$ cat src/rtl/tagged_branch_predictor_pkg.sv
// Shared constants and helpers for the tagged branch predictor: default widths,
// saturating-counter encoding and PC index/tag extraction.
package tagged_branch_predictor_pkg;

  localparam int unsigned DefaultWordSize = 16;
  localparam logic [31:0] SatMin          = 32'd0;

  // All-ones value of a counter of the given width.
  function automatic logic [31:0] sat_max(input int unsigned width);
    return (width >= 32) ? '1 : (32'd1 << width) - 32'd1;
  endfunction

  // Weakly-taken initial value: only the MSB set.
  function automatic logic [31:0] weak_taken(input int unsigned width);
    return 32'd1 << (width - 1);
  endfunction

  function automatic logic [31:0] sat_next(input logic [31:0] val, input logic up,
                                           input int unsigned width);
    if (up) return (val == sat_max(width)) ? val : val + 32'd1;
    return (val == SatMin) ? val : val - 32'd1;
  endfunction

  function automatic logic [31:0] pc_index(input logic [31:0] pc, input int unsigned index_bits);
    return pc & sat_max(index_bits);
  endfunction

  function automatic logic [31:0] pc_tag(input logic [31:0] pc, input int unsigned index_bits);
    return pc >> index_bits;
  endfunction

endpackage

$ cat src/rtl/tagged_branch_predictor_sat_counter.sv
// Saturating up/down event counter; used for the predictor statistics.
module btb_sat_counter
  import tagged_branch_predictor_pkg::*;
#(
  parameter int unsigned Width   = 16,
  parameter bit          CountUp = 1'b1
) (
  input  logic             clk,
  input  logic             reset_n,
  input  logic             en,
  output logic [Width-1:0] count
);

  logic [Width-1:0] count_q, count_d;

  always_comb begin
    count_d = count_q;
    if (en) count_d = Width'(sat_next(32'(count_q), CountUp, Width));
  end

  always_ff @(posedge clk or negedge reset_n) begin
    if (!reset_n) count_q <= '0;
    else          count_q <= count_d;
  end

  assign count = count_q;

endmodule

$ cat src/rtl/tagged_branch_predictor.sv
// Tagged direct-mapped branch target buffer with saturating direction counters,
// combinational lookup and single-cycle update port.
module tagged_branch_predictor
  import tagged_branch_predictor_pkg::*;
#(
  parameter int unsigned WORD_SIZE  = DefaultWordSize,
  parameter int unsigned INDEX_BITS = 6,
  parameter int unsigned CTR_BITS   = 2,
  parameter int unsigned STAT_BITS  = 16
) (
  input  logic                 clk,
  input  logic                 reset_n,
  input  logic                 flush,
  input  logic                 lookup_valid,
  input  logic [WORD_SIZE-1:0] lookup_pc,
  output logic                 pred_hit,
  output logic                 pred_taken,
  output logic [WORD_SIZE-1:0] pred_next_pc,
  input  logic                 upd_valid,
  input  logic [WORD_SIZE-1:0] upd_pc,
  input  logic                 upd_taken,
  input  logic [WORD_SIZE-1:0] upd_target,
  input  logic                 upd_mispredict,
  output logic [STAT_BITS-1:0] stat_hits,
  output logic [STAT_BITS-1:0] stat_mispredicts
);

  localparam int unsigned Entries = 1 << INDEX_BITS;
  localparam int unsigned TagBits = WORD_SIZE - INDEX_BITS;

  logic [Entries-1:0]   valid_q;
  logic [TagBits-1:0]   tag_q    [Entries];
  logic [WORD_SIZE-1:0] target_q [Entries];
  logic [CTR_BITS-1:0]  ctr_q    [Entries];

  logic [INDEX_BITS-1:0] l_idx, u_idx;
  logic [TagBits-1:0]    l_tag, u_tag;
  logic                  u_hit;
  logic                  u_fire;
  logic [CTR_BITS-1:0]   ctr_next;

  assign l_idx = INDEX_BITS'(pc_index(32'(lookup_pc), INDEX_BITS));
  assign l_tag = TagBits'(pc_tag(32'(lookup_pc), INDEX_BITS));
  assign u_idx = INDEX_BITS'(pc_index(32'(upd_pc), INDEX_BITS));
  assign u_tag = TagBits'(pc_tag(32'(upd_pc), INDEX_BITS));

  // Lookup reads the registered array only, so a same-cycle update is not bypassed.
  assign pred_hit     = valid_q[l_idx] && (tag_q[l_idx] == l_tag);
  assign pred_taken   = pred_hit && ctr_q[l_idx][CTR_BITS-1];
  assign pred_next_pc = pred_taken ? target_q[l_idx] : lookup_pc + WORD_SIZE'(1);

  assign u_hit    = valid_q[u_idx] && (tag_q[u_idx] == u_tag);
  assign u_fire   = upd_valid && !flush;
  assign ctr_next = CTR_BITS'(sat_next(32'(ctr_q[u_idx]), upd_taken, CTR_BITS));

  always_ff @(posedge clk or negedge reset_n) begin
    if (!reset_n) begin
      valid_q <= '0;
    end else if (flush) begin
      valid_q <= '0;
    end else if (u_fire && !u_hit && upd_taken) begin
      valid_q[u_idx] <= 1'b1;
    end
  end

  // Payload needs no reset: it is only observed through a set valid bit.
  always_ff @(posedge clk) begin
    if (u_fire) begin
      if (u_hit) begin
        ctr_q[u_idx] <= ctr_next;
        if (upd_taken) target_q[u_idx] <= upd_target;
      end else if (upd_taken) begin
        tag_q[u_idx]    <= u_tag;
        target_q[u_idx] <= upd_target;
        ctr_q[u_idx]    <= CTR_BITS'(weak_taken(CTR_BITS));
      end
    end
  end

  btb_sat_counter #(
    .Width   (STAT_BITS),
    .CountUp (1'b1)
  ) u_stat_hits (
    .clk     (clk),
    .reset_n (reset_n),
    .en      (lookup_valid && pred_hit),
    .count   (stat_hits)
  );

  btb_sat_counter #(
    .Width   (STAT_BITS),
    .CountUp (1'b1)
  ) u_stat_mispredicts (
    .clk     (clk),
    .reset_n (reset_n),
    .en      (upd_valid && upd_mispredict),
    .count   (stat_mispredicts)
  );

endmodule

$ cat config.mk
export PLATFORM = sky130hd
export DESIGN_NAME = tagged_branch_predictor
export DESIGN_NICKNAME = d
export VERILOG_FILES = /design/src/rtl/tagged_branch_predictor_pkg.sv /design/src/rtl/tagged_branch_predictor_sat_counter.sv /design/src/rtl/tagged_branch_predictor.sv
export SDC_FILE = /design/constraint.sdc
export NUM_CORES = 2
export LEC_CHECK = 0
export BUFFER_PORTS_ARGS = -buffer_cell sky130_fd_sc_hd__buf_2
export CORE_MARGIN = 3
export CORE_UTILIZATION = 49
export DETAILED_ROUTE_END_ITERATION = 10
export PLACE_DENSITY = 0.67
export SLEW_MARGIN = 20
export SYNTH_ARGS = -nofsm -noshare
export SYNTH_HDL_FRONTEND = slang
export SYNTH_SLANG_ARGS = --single-unit
$ cat constraint.sdc
create_clock -name clk -period 5.6 [get_ports clk]
set_input_delay 0.84 -clock clk [delete_from_list [all_inputs] [get_ports clk]]
set_output_delay 0.84 -clock clk [all_outputs]
set_load 0.005 [all_outputs]
-- After elaboration in Yosys (flattened, before gate mapping)
Memories as Yosys holds them, arrays and structs flattened.
Index checks and enable logic that the tools add are counted.
- register bits after elaboration: 96
- output and inout port bits: 50
- memory bits (writable): 1792
- memories: 3
- bitwise operators: 3
- $lt $le $gt $ge: 3
- $add $sub $neg: 7
- mux-type cells: 33
- reduce and logical (&&, ||, !) cells: 17
- equality and inequality tests: 9
- memory list (name ; depth ; width ; rd ports ; clocked after memory_dff ; write ports ; line ; RTL):
    target_q ; 64 ; 16 ; 1 ; 0 ; 1 ; tagged_branch_predictor.sv:33 ; logic [WORD_SIZE-1:0] target_q [Entries];
    tag_q ; 64 ; 10 ; 2 ; 0 ; 1 ; tagged_branch_predictor.sv:32 ; logic [TagBits-1:0] tag_q [Entries];
    ctr_q ; 64 ; 2 ; 2 ; 0 ; 1 ; tagged_branch_predictor.sv:34 ; logic [CTR_BITS-1:0] ctr_q [Entries];
- operator list (cell ; count):
    $mux 16 ; 8
    $mux 64 ; 2
    $or 64x64->64 ; 1
    $add 16x1->16 const B ; 3
    $eq 16x16->1 const B ; 2
    $logic_not 16->1 ; 2
    $sub 16x1->16 const B ; 2
    $eq 10x10->1 ; 2
    $mux 1 ; 15
    $lt 6x7->1 const B ; 2
    $bmux 1 s6 ; 2
    $mux 2 ; 5
    $logic_and 1x1->1 ; 9
    $demux 1 s6 ; 1
    $ge 6x1->1 const B ; 1
    $reduce_and 3->1 ; 2
    $ne 2x1->1 const B ; 2
    $ne 2x2->1 const B ; 2
    $add 2x1->2 const B ; 1
    $eq 2x2->1 const B ; 1
    $logic_not 1->1 ; 2
    $logic_not 2->1 ; 1
    $or 1x1->1 ; 2
    $reduce_bool 2->1 ; 1
    $sub 2x1->2 const B ; 1

-- Depth between registers and ports, before layout
- word-level depth: 8
- depth in mapped cells: 17

-- By module
From an unflattened synthesis, not the netlist that was laid out.
- cells, all modules: 4318
- area total of the unflattened synthesis: 81597.0 sq um
- by module, submodules not included (module ; area an instance (sq um) ; times used ; seq. area each (sq um) ; cells each):
    tagged_branch_predictor ; 79995.5 ; 1 ; 55413.1 ; 4180
    btb_sat_counter ; 800.8 ; 2 ; 400.4 ; 69

-- Least setup slack after synthesis
No wires, ideal clock.
- path type: input port to flip-flop
- from: in upd_pc[1]
- to: mem ctr_q[0][0] (data pin)
- arrival: 6.354 ns
- data required time: 4.879 ns
- cell stages on the path: 15
- setup slack: -1.475 ns
- cells stage by stage: buf_2 -> buf_2 -> buf_2 -> buf_2 -> buf_1 -> buf_2 -> mux2_2 -> a221oi_1 -> a21oi_1 -> a221oi_1 -> o22ai_1 -> a21oi_1 -> o211ai_1 -> a21boi_0 -> a211oi_1
- word-level cells in the longest chain between the ends: 7
- RTL lines (element ; line ; RTL):
    from (decl) ; tagged_branch_predictor.sv:20 ; input logic [WORD_SIZE-1:0] upd_pc,
    $mem_v2 64x10 / $bmux 1 s6 (equally long branches) ; n/a ;
    $eq 10x10->1 / $mux 1 (equally long branches) ; tagged_branch_predictor.sv:52 ; assign u_hit = valid_q[u_idx] && (tag_q[u_idx] == u_tag);
    $logic_and 1x1->1 ; tagged_branch_predictor.sv:52 ;
    $mux 1 ; tagged_branch_predictor.sv:69 ; if (u_hit) begin
    $mux 1 ; tagged_branch_predictor.sv:68 ; if (u_fire) begin
    $mux 1 (implied by the code) ; tagged_branch_predictor.sv:75 ; ctr_q[u_idx] <= CTR_BITS'(weak_taken(CTR_BITS));
    $mux 2 (no line) (*) ; n/a ;
    to (decl) ; tagged_branch_predictor.sv:34 ;
Mark *: on every way between the ends. The rest lies on a longest branch, timed or not. The select of a mux whose other input is x is not followed.

-- Worst setup path in the final report
- from: in lookup_pc[3]
- to: out pred_next_pc[13]
- word-level cells in the longest chain between the ends: 5
- RTL lines (element ; line ; RTL):
    from (decl) ; tagged_branch_predictor.sv:15 ; input logic [WORD_SIZE-1:0] lookup_pc,
    $mem_v2 64x10 / $bmux 1 s6 (equally long branches) ; n/a ;
    $eq 10x10->1 / $mux 1 (equally long branches) ; tagged_branch_predictor.sv:48 ; assign pred_hit = valid_q[l_idx] && (tag_q[l_idx] == l_tag);
    $logic_and 1x1->1 ; tagged_branch_predictor.sv:48 ;
    $logic_and 1x1->1 ; tagged_branch_predictor.sv:49 ; assign pred_taken = pred_hit && ctr_q[l_idx][CTR_BITS-1];
    $mux 16 (*) ; tagged_branch_predictor.sv:50 ; assign pred_next_pc = pred_taken ? target_q[l_idx] : lookup_pc + WORD_SIZE'(1);
    to (decl) ; tagged_branch_predictor.sv:18 ; output logic [WORD_SIZE-1:0] pred_next_pc,
Marks and branches as above.

==> flow_metrics.env <==
export IMPL_multi_input_area_um2=23100
export IMPL_p_leak_uw=0.0305
export IMPL_cts_tree="done"
export IMPL_fmax_ghz=0.181
export IMPL_cts_htree_levels=4
export IMPL_final_common_cell="edfxtp_1"
export IMPL_hp_class="in2async"
export IMPL_setup_ws_ns=0.0606
export IMPL_area_sequential_um2=56200
export IMPL_timing_hold_ws_ns=0.0598
export IMPL_final_setup_viol_count=0
export IMPL_finalPower_uw=30800
export IMPL_io_buffers=104
export IMPL_crit_type="in2out"
export IMPL_synth_area_leaders="edfxtp_1 (67%), mux4_2 (16%), dfrtp_1 (3.0%)"
export IMPL_synth_ff_type="edfxtp_1"
export IMPL_dp_cells=6631
export IMPL_drtAntennaViolNets=0
export IMPL_fin_area_um2=93300
export IMPL_cp_end_kind="primary output"
export IMPL_syn_area_um2=80300
export IMPL_ir_worst_vdd_mv=0.338
export IMPL_finalHoldViolCount=0
export IMPL_root_buffer="clkbuf_16"
export IMPL_wl_um=249000
export IMPL_critPathLaunchType="primary input"
export IMPL_cts_sinks=1888
export IMPL_ios=105
export IMPL_die_h_um=411
export IMPL_numCtsBuffers=190
export IMPL_post_cts_buffers=0
export IMPL_place_ws_ns=-0.191
export IMPL_crit_fanout=14
export IMPL_clk_latency_ns=0.83
export IMPL_layout_drive_gt1_share_pct=33.2
export IMPL_area_growth_pct=16.2
export IMPL_placed_cell_area_um2=86800
export IMPL_finClkSkew_ns=0.0483
export IMPL_fillers=11876
export IMPL_worst_ep_required_time_ns=4.76
export IMPL_initial_utilization_pct=49.7
export IMPL_clkTransAtPathRegs_ns=0.06
export IMPL_die_area_um2=169000
export IMPL_core_area_um2=162000
export IMPL_drt_initial_drc_count=7257
export IMPL_synth_cells=4227
export IMPL_fin_nets=4723
export IMPL_antenna_found_initial=6
export IMPL_synth_async_reset_ratio_pct=5.08
export IMPL_seq_area_frac_synth_pct=70.0
export IMPL_worst_pin_slew_ns=1.06
export IMPL_avgViaCountPerCell=6.72
export IMPL_finalCritPeriodShare_pct=98.9
export IMPL_syn_avg_cell_area_um2=19.0
export IMPL_die_width_um=411
export IMPL_ys_seq_elements=1888
export IMPL_maxCapViolCount=0
export IMPL_grt_first_pass_wirelength_um=353000
export IMPL_relSlewSlack_pct=29.4
export IMPL_hpwl_um=162000
export IMPL_fin_cells=6993
export IMPL_firstDrtPassIters=8
export IMPL_place_gp_congestion=0.992
export IMPL_wire_per_inst_um=35.6
export IMPL_rsz0062_at_grt="false"
export IMPL_grt_overflow_total=0
export IMPL_synth_distinct_cells=74
export IMPL_vias=46985
export IMPL_grt_start_max_net_pins=108
export IMPL_synth_area_leader_cell="edfxtp_1"
export IMPL_synth_warnings=0
export IMPL_cp_arrival_ns=4.70
export IMPL_fin_crit_ns=5.54
export IMPL_grt_util_all_layers_pct=29.5
export IMPL_cts_hold_buf=0
export IMPL_synth_nets=4285
export IMPL_status="finished, final reports clean"
export IMPL_yosysTopAreaCellShare_pct=67.0
export IMPL_synth_enable_flop_cells=1792
export IMPL_pwr_density_cell_nw_per_um2=330
export IMPL_drc=0
export IMPL_grt_pass1_vias=46391
export IMPL_layout_common_cells="edfxtp_1 (1,792), mux4_2 (567), buf_4 (357)"
export IMPL_clock_path_buffers=3
export IMPL_maxSlewViolCount=0
export IMPL_rows=147
[path summary, 6_finish.rpt]
| check | startpoint | end | slack (ns) | cells past startpoint |
|---|---|---|---|---|
| worst max-delay path | lookup_pc[3] | pred_next_pc[13] | 0.06 | 13 |
| worst min-delay path | reset_n | u_stat_hits.count[4]$_DFFE_PN0P_ | 0.06 | 1 |
| worst max register to register | tag_q[61][6]$_DFFE_PP_ | tag_q[17][5]$_DFFE_PP_ | 1.09 | 13 |
| worst min register to register | u_stat_hits.count[9]$_DFFE_PN0P_ | u_stat_hits.count[9]$_DFFE_PN0P_ | 0.49 | 1 |
| max in group asynchronous | reset_n | u_stat_mispredicts.count[4]$_DFFE_PN0P_ | 4.37 | 2 |
| min in group clk | upd_mispredict | u_stat_mispredicts.count[12]$_DFFE_PN0P_ | 0.42 | 5 |
[logic make-up (layout without fill, tap and decap cells)]
logic type                 count (synthesis)  count (layout)  synth area share, %
xor gates and xnor gates                  62              62                0.676
DFF                                     1888            1888                 70.0
muxes                                    796             796                 18.9
adders and majority gates                  3               3               0.0467
and+or+nand+nor                          626             626                 3.55
other                                      0               6                    0
buffers and inverters                    304             904                 1.70
AOI/OAI and AO/OA                        548             548                 5.12
[flip-flops by register name, indices dropped and copies added, names as in the netlist]
signal and cells:
ctr_q 128, u_stat_mispredicts.count 16, tag_q 640, u_stat_hits.count 16, valid_q 64, target_q 1024
[what timing repair did]
| action | 4_1_cts | 5_1_grt |
|---|---|---|
| resized for setup | 2 | 6 |
| endpoints found under the setup margin | 16 | 16 |
| gates cloned | 0 | 1 |
[power breakdown]
group | total (uW) | leakage, uW | internal (uW) | switching, uW
combinational | 2270 | 0.00999 | 861 | 1410
sequential | 15600 | 0.0174 | 15500 | 31.8
clock | 12900 | 0.00310 | 7440 | 5470
[routing by layer]
| layer | GRT usage (%) | part of all wire, % | vias up |
|---|---|---|---|
| li1 | - | - | 18669 |
| met1 | 40.6 | 38 | 24620 |
| met2 | 44.8 | 46 | 3079 |
| met3 | 7.14 | 11 | 613 |
| met4 | 14.1 | 5.6 | 4 |
| met5 | 0 | 0.011 | - |
[per-stage QoR]
stage	setup TNS [ns]	util (%)
finish	0	57.7
global route	0	57.7
global placement	-2.35	53.7
detailed placement	-2.72	53.7
CTS	0	57.6
floorplan	0	-
[cells in the mapped netlist (all sizes together), types with 7 or more instances]
cell and n:
inv 14, a32oi 7, clkbuf 131, o22ai 41
nand2 175, a222oi 12, mux4 567, a21oi 72
dfrtp 96, o21ai 45, mux2 91, a31oi 13
edfxtp 1792, nor2b 19, o2bb2ai 12, nand3 34
nor4 7, xnor2 34, and3 25, or3 7
a221o 14, o221ai 18, a221oi 101, nand4 15
nor3 33, a211oi 10, and2 16, nor2 252
o211ai 13, nor3b 10, xor2 28, nand2b 7
a22o 42, o21a 13, a22oi 82, a2111oi 10
mux2i 138, buf 156
[worst max-delay path, cell delays in order]
cell and delay (ns):
buf_2 0.25, buf_4 0.29, and2_1 0.65, a31oi_1 0.33
a32oi_1 0.35, xnor2_1 0.12, a2111o_1 0.42, nand3b_1 0.19
or2_2 0.41, nor2_4 0.17, buf_12 0.17, mux2_2 0.35
buf_2 0.13
[area by class of cell]
class | instances | area share [%]
Antenna cell | 6 | 0.0161
Inverter | 17 | 0.0737
Sequential cell | 1888 | 60.2
Clock inverter | 130 | 1.48
Timing Repair Buffer | 533 | 5.25
Multi-Input combinational cell | 2035 | 24.7
Tap cell | 2160 | 2.90
Clock buffer | 224 | 5.32
(Power assumes the default switching activity.)
